--- config.mk ---
export PLATFORM = sky130hd
export DESIGN_NAME = spi_register_file
export DESIGN_NICKNAME = d
export VERILOG_FILES = /design/src/rtl/spi_reg_pkg.sv /design/src/rtl/sync_ff.sv /design/src/rtl/spi_register_file.sv
export SDC_FILE = /design/constraint.sdc
export NUM_CORES = 1
export LEC_CHECK = 0
export BUFFER_PORTS_ARGS = -buffer_cell sky130_fd_sc_hd__buf_2
export CAP_MARGIN = 25
export CELL_PAD_IN_SITES_DETAIL_PLACEMENT = 1
export CELL_PAD_IN_SITES_GLOBAL_PLACEMENT = 2
export CORE_AREA = 2 2 110 112
export CTS_CLUSTER_SIZE = 24
export DETAILED_ROUTE_END_ITERATION = 10
export DIE_AREA = 0 0 112 114
export PLACE_DENSITY = 0.65
export SLEW_MARGIN = 20
export SYNTH_ARGS = -nofsm -noshare
export SYNTH_HDL_FRONTEND = slang
export SYNTH_SLANG_ARGS = --single-unit
--- constraint.sdc ---
create_clock -name clk -period 1.9 [get_ports clk]
set_clock_uncertainty 0.2 [all_clocks]
set_input_delay 0.38 -clock clk [delete_from_list [all_inputs] [get_ports clk]]
set_output_delay 0.38 -clock clk [all_outputs]
set_load 0.02 [all_outputs]
--- src/rtl/spi_reg_pkg.sv ---
// ============================================================================
// Module      : spi_reg_pkg
// Description : Shared constants and types for the SPI register file.
// Revision    : 1.0 - initial release
// ============================================================================
`default_nettype none

package spi_reg_pkg;

    localparam int FRAME_BITS = 16;
    localparam int ADDR_BITS  = 7;
    localparam int DATA_BITS  = 8;
    localparam int CNT_BITS   = 5;

    // Bit counter parks here once a frame carries more bits than a legal one.
    localparam logic [CNT_BITS-1:0] CNT_OVERRUN = 5'd17;

    localparam logic [ADDR_BITS-1:0] ADDR_EN_OUT_7_0  = 7'h00;
    localparam logic [ADDR_BITS-1:0] ADDR_EN_OUT_15_8 = 7'h01;
    localparam logic [ADDR_BITS-1:0] ADDR_EN_PWM_7_0  = 7'h02;
    localparam logic [ADDR_BITS-1:0] ADDR_EN_PWM_15_8 = 7'h03;
    localparam logic [ADDR_BITS-1:0] ADDR_PWM_DUTY    = 7'h04;

    typedef enum logic [0:0] {
        ST_IDLE  = 1'b0,
        ST_SHIFT = 1'b1
    } spi_state_t;

endpackage

`default_nettype wire

--- src/rtl/sync_ff.sv ---
// ============================================================================
// Module      : sync_ff
// Description : Multi-stage flop synchroniser with configurable reset value.
// Revision    : 1.0 - initial release
// ============================================================================
`default_nettype none

module sync_ff #(
    parameter int   SYNC_STAGES = 2,
    parameter logic RESET_VAL   = 1'b0
) (
    input  logic clk,
    input  logic rst_n,
    input  logic din,
    output logic dout
);

    logic [SYNC_STAGES-1:0] r_sync;

    always_ff @(posedge clk or negedge rst_n) begin
        if (!rst_n) begin
            r_sync <= {SYNC_STAGES{RESET_VAL}};
        end else begin
            r_sync <= {r_sync[SYNC_STAGES-2:0], din};
        end
    end

    assign dout = r_sync[SYNC_STAGES-1];

endmodule

`default_nettype wire

--- src/rtl/spi_register_file.sv ---
// ============================================================================
// Module      : spi_register_file
// Description : Write-only SPI target driving the five PWM control registers.
// Revision    : 1.0 - initial release
// ============================================================================
`default_nettype none

module spi_register_file
    import spi_reg_pkg::*;
#(
    parameter int                   SYNC_STAGES = 2,
    parameter logic [ADDR_BITS-1:0] MAX_ADDR    = 7'h04
) (
    input  logic                 clk,
    input  logic                 rst_n,
    input  logic                 sclk,
    input  logic                 ncs,
    input  logic                 copi,
    output logic [DATA_BITS-1:0] en_reg_out_7_0,
    output logic [DATA_BITS-1:0] en_reg_out_15_8,
    output logic [DATA_BITS-1:0] en_reg_pwm_7_0,
    output logic [DATA_BITS-1:0] en_reg_pwm_15_8,
    output logic [DATA_BITS-1:0] pwm_duty_cycle,
    output logic                 reg_wr_pulse
);

    logic w_sclk_s, w_ncs_s, w_copi_s;
    logic r_sclk_d, r_ncs_d;
    logic w_sclk_rise, w_ncs_fall, w_ncs_rise;

    spi_state_t r_state, w_next_state;
    logic [CNT_BITS-1:0]   r_count;
    logic [FRAME_BITS-1:0] r_shift;
    logic                  w_commit;

    logic [ADDR_BITS-1:0]  w_addr;
    logic [DATA_BITS-1:0]  w_data;
    logic                  w_is_write;

    logic [DATA_BITS-1:0]  r_en_out_lo, r_en_out_hi;
    logic [DATA_BITS-1:0]  r_en_pwm_lo, r_en_pwm_hi;
    logic [DATA_BITS-1:0]  r_duty;
    logic                  r_wr_pulse;

    sync_ff #(.SYNC_STAGES(SYNC_STAGES), .RESET_VAL(1'b0)) u_sync_sclk (
        .clk  (clk),
        .rst_n(rst_n),
        .din  (sclk),
        .dout (w_sclk_s)
    );

    sync_ff #(.SYNC_STAGES(SYNC_STAGES), .RESET_VAL(1'b1)) u_sync_ncs (
        .clk  (clk),
        .rst_n(rst_n),
        .din  (ncs),
        .dout (w_ncs_s)
    );

    sync_ff #(.SYNC_STAGES(SYNC_STAGES), .RESET_VAL(1'b0)) u_sync_copi (
        .clk  (clk),
        .rst_n(rst_n),
        .din  (copi),
        .dout (w_copi_s)
    );

    // Edge-detect flops reset to the same idle levels as their synchronisers.
    always_ff @(posedge clk or negedge rst_n) begin
        if (!rst_n) begin
            r_sclk_d <= 1'b0;
            r_ncs_d  <= 1'b1;
        end else begin
            r_sclk_d <= w_sclk_s;
            r_ncs_d  <= w_ncs_s;
        end
    end

    assign w_sclk_rise = w_sclk_s & ~r_sclk_d;
    assign w_ncs_fall  = ~w_ncs_s & r_ncs_d;
    assign w_ncs_rise  = w_ncs_s & ~r_ncs_d;

    assign w_is_write = r_shift[FRAME_BITS-1];
    assign w_addr     = r_shift[FRAME_BITS-2 -: ADDR_BITS];
    assign w_data     = r_shift[DATA_BITS-1:0];

    always_ff @(posedge clk or negedge rst_n) begin
        if (!rst_n) begin
            r_state <= ST_IDLE;
        end else begin
            r_state <= w_next_state;
        end
    end

    always_comb begin
        w_next_state = r_state;
        w_commit     = 1'b0;
        case (r_state)
            ST_IDLE: begin
                if (w_ncs_fall) begin
                    w_next_state = ST_SHIFT;
                end
            end
            ST_SHIFT: begin
                if (w_ncs_rise) begin
                    w_next_state = ST_IDLE;
                    w_commit     = (r_count == CNT_BITS'(FRAME_BITS)) &&
                                   w_is_write && (w_addr <= MAX_ADDR);
                end
            end
            default: w_next_state = ST_IDLE;
        endcase
    end

    // A final sclk edge coincident with the ncs rise is deliberately dropped.
    always_ff @(posedge clk or negedge rst_n) begin
        if (!rst_n) begin
            r_count <= '0;
            r_shift <= '0;
        end else if (r_state == ST_IDLE) begin
            if (w_ncs_fall) begin
                r_count <= '0;
                r_shift <= '0;
            end
        end else if (w_sclk_rise && !w_ncs_rise) begin
            r_shift <= {r_shift[FRAME_BITS-2:0], w_copi_s};
            if (r_count != CNT_OVERRUN) begin
                r_count <= r_count + 1'b1;
            end
        end
    end

    always_ff @(posedge clk or negedge rst_n) begin
        if (!rst_n) begin
            r_en_out_lo <= '0;
            r_en_out_hi <= '0;
            r_en_pwm_lo <= '0;
            r_en_pwm_hi <= '0;
            r_duty      <= '0;
            r_wr_pulse  <= 1'b0;
        end else begin
            r_wr_pulse <= w_commit;
            if (w_commit) begin
                case (w_addr)
                    ADDR_EN_OUT_7_0:  r_en_out_lo <= w_data;
                    ADDR_EN_OUT_15_8: r_en_out_hi <= w_data;
                    ADDR_EN_PWM_7_0:  r_en_pwm_lo <= w_data;
                    ADDR_EN_PWM_15_8: r_en_pwm_hi <= w_data;
                    ADDR_PWM_DUTY:    r_duty      <= w_data;
                    default: ;
                endcase
            end
        end
    end

    assign en_reg_out_7_0  = r_en_out_lo;
    assign en_reg_out_15_8 = r_en_out_hi;
    assign en_reg_pwm_7_0  = r_en_pwm_lo;
    assign en_reg_pwm_15_8 = r_en_pwm_hi;
    assign pwm_duty_cycle  = r_duty;
    assign reg_wr_pulse    = r_wr_pulse;

endmodule

`default_nettype wire

# == Word-level counts from Yosys, hierarchy flattened ==
# Cells that the tools add are included.
# word_totals
out_inout_bits,41
register_bits,71
input_bits,5
wordCells,56
# op_classes
n_addsub,1
reduce_logical,13
bitwise,7
n_eq_ne,8
muxes,12
n_lt_le_gt_ge,1
# op_table
operator,n
$mux 16,3
$mux 5,4
$eq 7x2->1 const B,2
$reduce_and 2->1,6
$eq 7x1->1 const B,1
$eq 7x3->1 const B,1
$le 7x3->1 const B,1
$logic_not 7->1,1
$add 5x1->5 const B,1
$eq 5x5->1 const B,1
$ne 5x5->1 const B,1
$mux 1,4
$ne 2x1->1 const B,2
$not 1->1,4
$and 1x1->1,3
$logic_and 1x1->1,3
$reduce_and 3->1,1
$pmux 1 s2,1
$reduce_bool 2->1,1
$logic_not 1->1,1

# == Depth between registers and ports, before layout ==
# logic_depth
ltp_word,6
ltp_mapped,6

# == Modules after synthesis ==
# From an unflattened synthesis, not the netlist that was laid out.
# hier_totals
cells_unflattened,208
area_unflattened_um2,2895.3
# by_module_without_submodules
module,seq_area_each_um2,cells_each,instances,area_per_inst_um2
spi_register_file,1627.8,202,1,2742.6
sync_ff (u_sync_copi ...),50.0,2,2,50.0
sync_ff (u_sync_ncs),52.6,2,1,52.6

# == Least setup slack after synthesis ==
# No wires, ideal clock.
# synth_path
path_kind,reg-to-reg
startpoint,reg u_sync_ncs.r_sync[1]
endpoint,reg r_en_out_hi[0] (netlist: en_reg_out_15_8[0])
stages_incl_launch_ff,6
setup_slack_ns,0.043
t_arrival_ns,1.532
setup_time_ns,0.125
path_cell_list,dfstp_2 nor2b_1 and4_1 buf_6 nand3_2 mux2_2
# synth_between
elab_chain_len,4
# synth_lines
item,line_no,rtl
start: declaration,sync_ff.sv:18,logic [SYNC_STAGES-1:0] r_sync;
start signal: assignment,sync_ff.sv:22,r_sync <= {SYNC_STAGES{RESET_VAL}};
start signal: assignment,sync_ff.sv:24,"r_sync <= {r_sync[SYNC_STAGES-2:0], din};"
$and 1x1->1,spi_register_file.sv:79,assign w_ncs_rise = w_ncs_s & ~r_ncs_d;
$mux 1,spi_register_file.sv:103,if (w_ncs_rise) begin
$mux 1,spi_register_file.sv:96,case (r_state)
$reduce_and 2->1 (no source line),n/a,
end signal: assignment,spi_register_file.sv:144,ADDR_EN_OUT_15_8: r_en_out_hi <= w_data;
end: declaration,spi_register_file.sv:40,"logic [DATA_BITS-1:0] r_en_out_lo, r_en_out_hi;"
# No other way between the ends.
# A chain may end at the register's enable or synchronous reset.

# == Final worst setup path ==
# layout_path
startpoint,reg r_shift[13]
endpoint,reg r_en_out_lo[0] (netlist: en_reg_out_7_0[0])
# layout_between
elab_chain_len,5
# layout_lines
item,line_no,rtl
start: declaration,spi_register_file.sv:33,logic [FRAME_BITS-1:0] r_shift;
start signal: assignment,spi_register_file.sv:124,"r_shift <= {r_shift[FRAME_BITS-2:0], w_copi_s};"
$le 7x3->1,spi_register_file.sv:106,w_is_write && (w_addr <= MAX_ADDR);
$logic_and 1x1->1,spi_register_file.sv:106,
$mux 1,spi_register_file.sv:103,
$mux 1,spi_register_file.sv:96,
$reduce_and 2->1 (no source line) *,n/a,
end signal: assignment,spi_register_file.sv:143,ADDR_EN_OUT_7_0: r_en_out_lo <= w_data;
end: declaration,spi_register_file.sv:40,
# Mark *: on every way between the ends. The rest lies on a longest branch, timed or not.

==> results.txt <==
first-pass GRT wire length -> 10740 um
PortBufs -> 45
post-synth cell types -> 32
# setup viols final -> 0
total wire length -> 6326 um
Layout area overhead -> 34.48%
critical path peak fanout -> 8
clock slew seen by the registers of the worst setup and hold paths -> 50 ps
Pleak -> 1.938 nW
CTS Root Cell -> clkbuf_16
Initial Utilization -> 24.13%
maximum clock rate -> 529.5 MHz
full die area -> 0.01277 mm2
Num CTS Buffers -> 9
final design utilization -> 32.46%
fraction of layout cells with a size suffix above 1 -> 47.26%
TritonCTS clock tree -> built
initial detailed-routing violation count -> 68
status -> completed
placed cell count -> 416
Slew @ Worst Pin -> 394.1 ps
Crit path largest cell delay -> 380 ps
initial antenna violation count -> 0
Hold Crit Class -> register to register
max_cap viols -> 0
Mapped Area -> 0.002826 mm2
Gate Count Post-Synth -> 211
Final Non-Filler Cells -> 439
Site Rows -> 40
crit path cell chain -> nor4b_2, and4_4, buf_6, nand3_4, mux2_4
worst-skew pair later-pin latency -> 330 ps
syn avg cell area -> 13.40 um2
period utilisation layout -> 99.40%
DR vias/cell -> 4.317
# clock sinks -> 71
Setup CP Type -> register to register
clock buffer depth -> 2
total power per unit cell area -> 911.6 mW/mm2
DRT Pass-1 Iters -> 4
flop2flop setup slack -> 10 ps
Worst EP required -> 1910 ps
RSZ-0062 raised after global routing -> true
sequential share of the synthesized area -> 62.99%
DRC -> 0
arrival time at the worst endpoint -> 1900 ps
crit end category -> register
Final min period -> 1889 ps
Final ANT Viol Nets -> 0
startpoint types -> register
largest net degree at the start of global routing -> 72
via count -> 1895
GRT Residual Overflow -> 0
CORE AREA -> 0.01171 mm2
DP Wirelength -> 4282 um
yosys warns -> 0
Final #Nets -> 295
Setup WS pre-CTS -> -109.9 ps
relative slew slack -> 73.73%
gr usage total -> 10.89%
synthesized flop and latch total -> 71
# H-tree levels -> 3
Antenna diodes -> 0
die height -> 114 um
Total Power -> 3.465 mW
syn nets -> 219
final slew viol count -> 0
Final WS setup -> 11.37 ps
gp weighted congestion -> 0.6714
commonest non-fill, non-tap cell in the layout -> dfrtp_1
most frequent cells in the layout -> dfrtp_1 (68), buf_2 (45), mux2_2 (39)
Critical-path top delay cell -> dfrtp_1
die width -> 112 um
maximum vdd drop -> 0.4478 mV
number of global-route vias before repair -> 2054
Hold Vio Cnt, Final -> 0
post-DR wirelength/cell -> 14.41 um
Ports -> 46
==> logic make-up (layout without fill, tap and decap cells) <==
logic type                 after synthesis  in the layout  share of synthesized area [%]
xor gates and xnor gates                 1              1                         0.3099
buffers and inverters                   10             91                          1.638
and+or+nand+nor                         63             63                          13.06
adders and majority gates                3              3                          1.328
AOI/OAI and AO/OA                       21             21                          4.029
muxes                                   42             42                          16.64
DFF                                     71             71                          62.99
==> Yosys cell counts <==
cell type  instances  area, um2
nand3_2            2      20.02
nand3_4            3      52.55
mux2i_1            2      20.02
dfstp_2            3      78.83
nor2_1             2      7.510
and3_1             1      6.260
and2_1             1      6.260
nand2_1           37      138.9
clkbuf_1           5      18.77
nor2b_1            1      6.260
mux2_2            40      450.4
nand4_1            1      6.260
buf_6              1      11.26
nand2b_1           2      12.51
nor3b_4            1      18.77
ha_1               3      37.54
nand3_1            2      10.01
nor4b_2            1      15.01
nor3_1             2      10.01
nor4_1             1      6.260
o21a_1             1      7.510
o21ai_0           18      90.09
a21boi_0           1      7.510
a31o_2             1      8.760
dfrtp_1           68       1702
xor2_1             1      8.760
nor4b_1            3      26.28
and4_1             1      8.760
and4b_1            1      10.01
clkbuf_2           1      5.000
nand3b_1           1      7.510
inv_1              3      11.26
==> timing repair <==
action	CTS	global route
endpoints found under the setup margin	24	30
setup buffers	3	0
endpoints found under the hold margin	71	0
resized for setup	8	1
pin swaps	2	0
hold buffers	4	0
==> area by class of cell <==
class                      count  area [um2]
clock buffer                  11       242.7
timing repair buffer          72       495.5
tap                          147       183.9
sequential                    71        1780
multi-input combinational    130        1030
clock inverter                 5       57.56
fill                        1325        7910
inverter                       3       11.26
==> sequential cells by signal (all words and copies together) (netlist names), 2 cells and up <==
register,count
u_sync_sclk.r_sync,2
u_sync_ncs.r_sync,2
en_reg_pwm_7_0,8
en_reg_out_7_0,8
en_reg_out_15_8,8
en_reg_pwm_15_8,8
u_sync_copi.r_sync,2
pwm_duty_cycle,8
r_shift,16
r_count,5
==> through the flow <==
stage / hold slack, ps / area [um2] / TNS [ps]
after floorplan: -115.6 / 2826 / 0
after global placement: 135.8 / 3403 / -1352
after detailed placement: 139.5 / 3403 / -1733
after CTS: 151.4 / 3796 / -34.64
after global routing: 159.7 / 3801 / -910.4
final: 147.4 / 3801 / 0
==> critical path: cells and delay by family (launching register included) <==
kind	cells	cell delay (ps)
AND/OR/NAND/NOR	3	710
flip-flops	1	380
multiplexers	1	350
buffers and inverters	1	130
==> routing by layer <==
metal	global-route usage [%]	wire length, um
met1	14.17	3056
met2	17.25	2970
met3	2.922	208
met4	4.634	90
met5	0	0
==> worst paths after layout <==
check                                       from                     to  cells after the start
setup / recovery                     r_shift[13]      en_reg_out_7_0[0]                      5
hold / removal             u_sync_copi.r_sync[0]  u_sync_copi.r_sync[1]                      0
setup reg to reg                     r_shift[13]      en_reg_out_7_0[0]                      5
hold reg to reg            u_sync_copi.r_sync[0]  u_sync_copi.r_sync[1]                      0
max in group asynchronous                  rst_n                r_ncs_d                      3
min in group asynchronous                  rst_n  u_sync_sclk.r_sync[0]                      3
==> where the power goes <==
group,leakage (nW),internal (mW),switching [mW]
logic,0.825,0.0892,0.113
registers,0.964,1.56,0.0418
clock network,0.149,1.05,0.612
(Power assumes the default switching activity.)
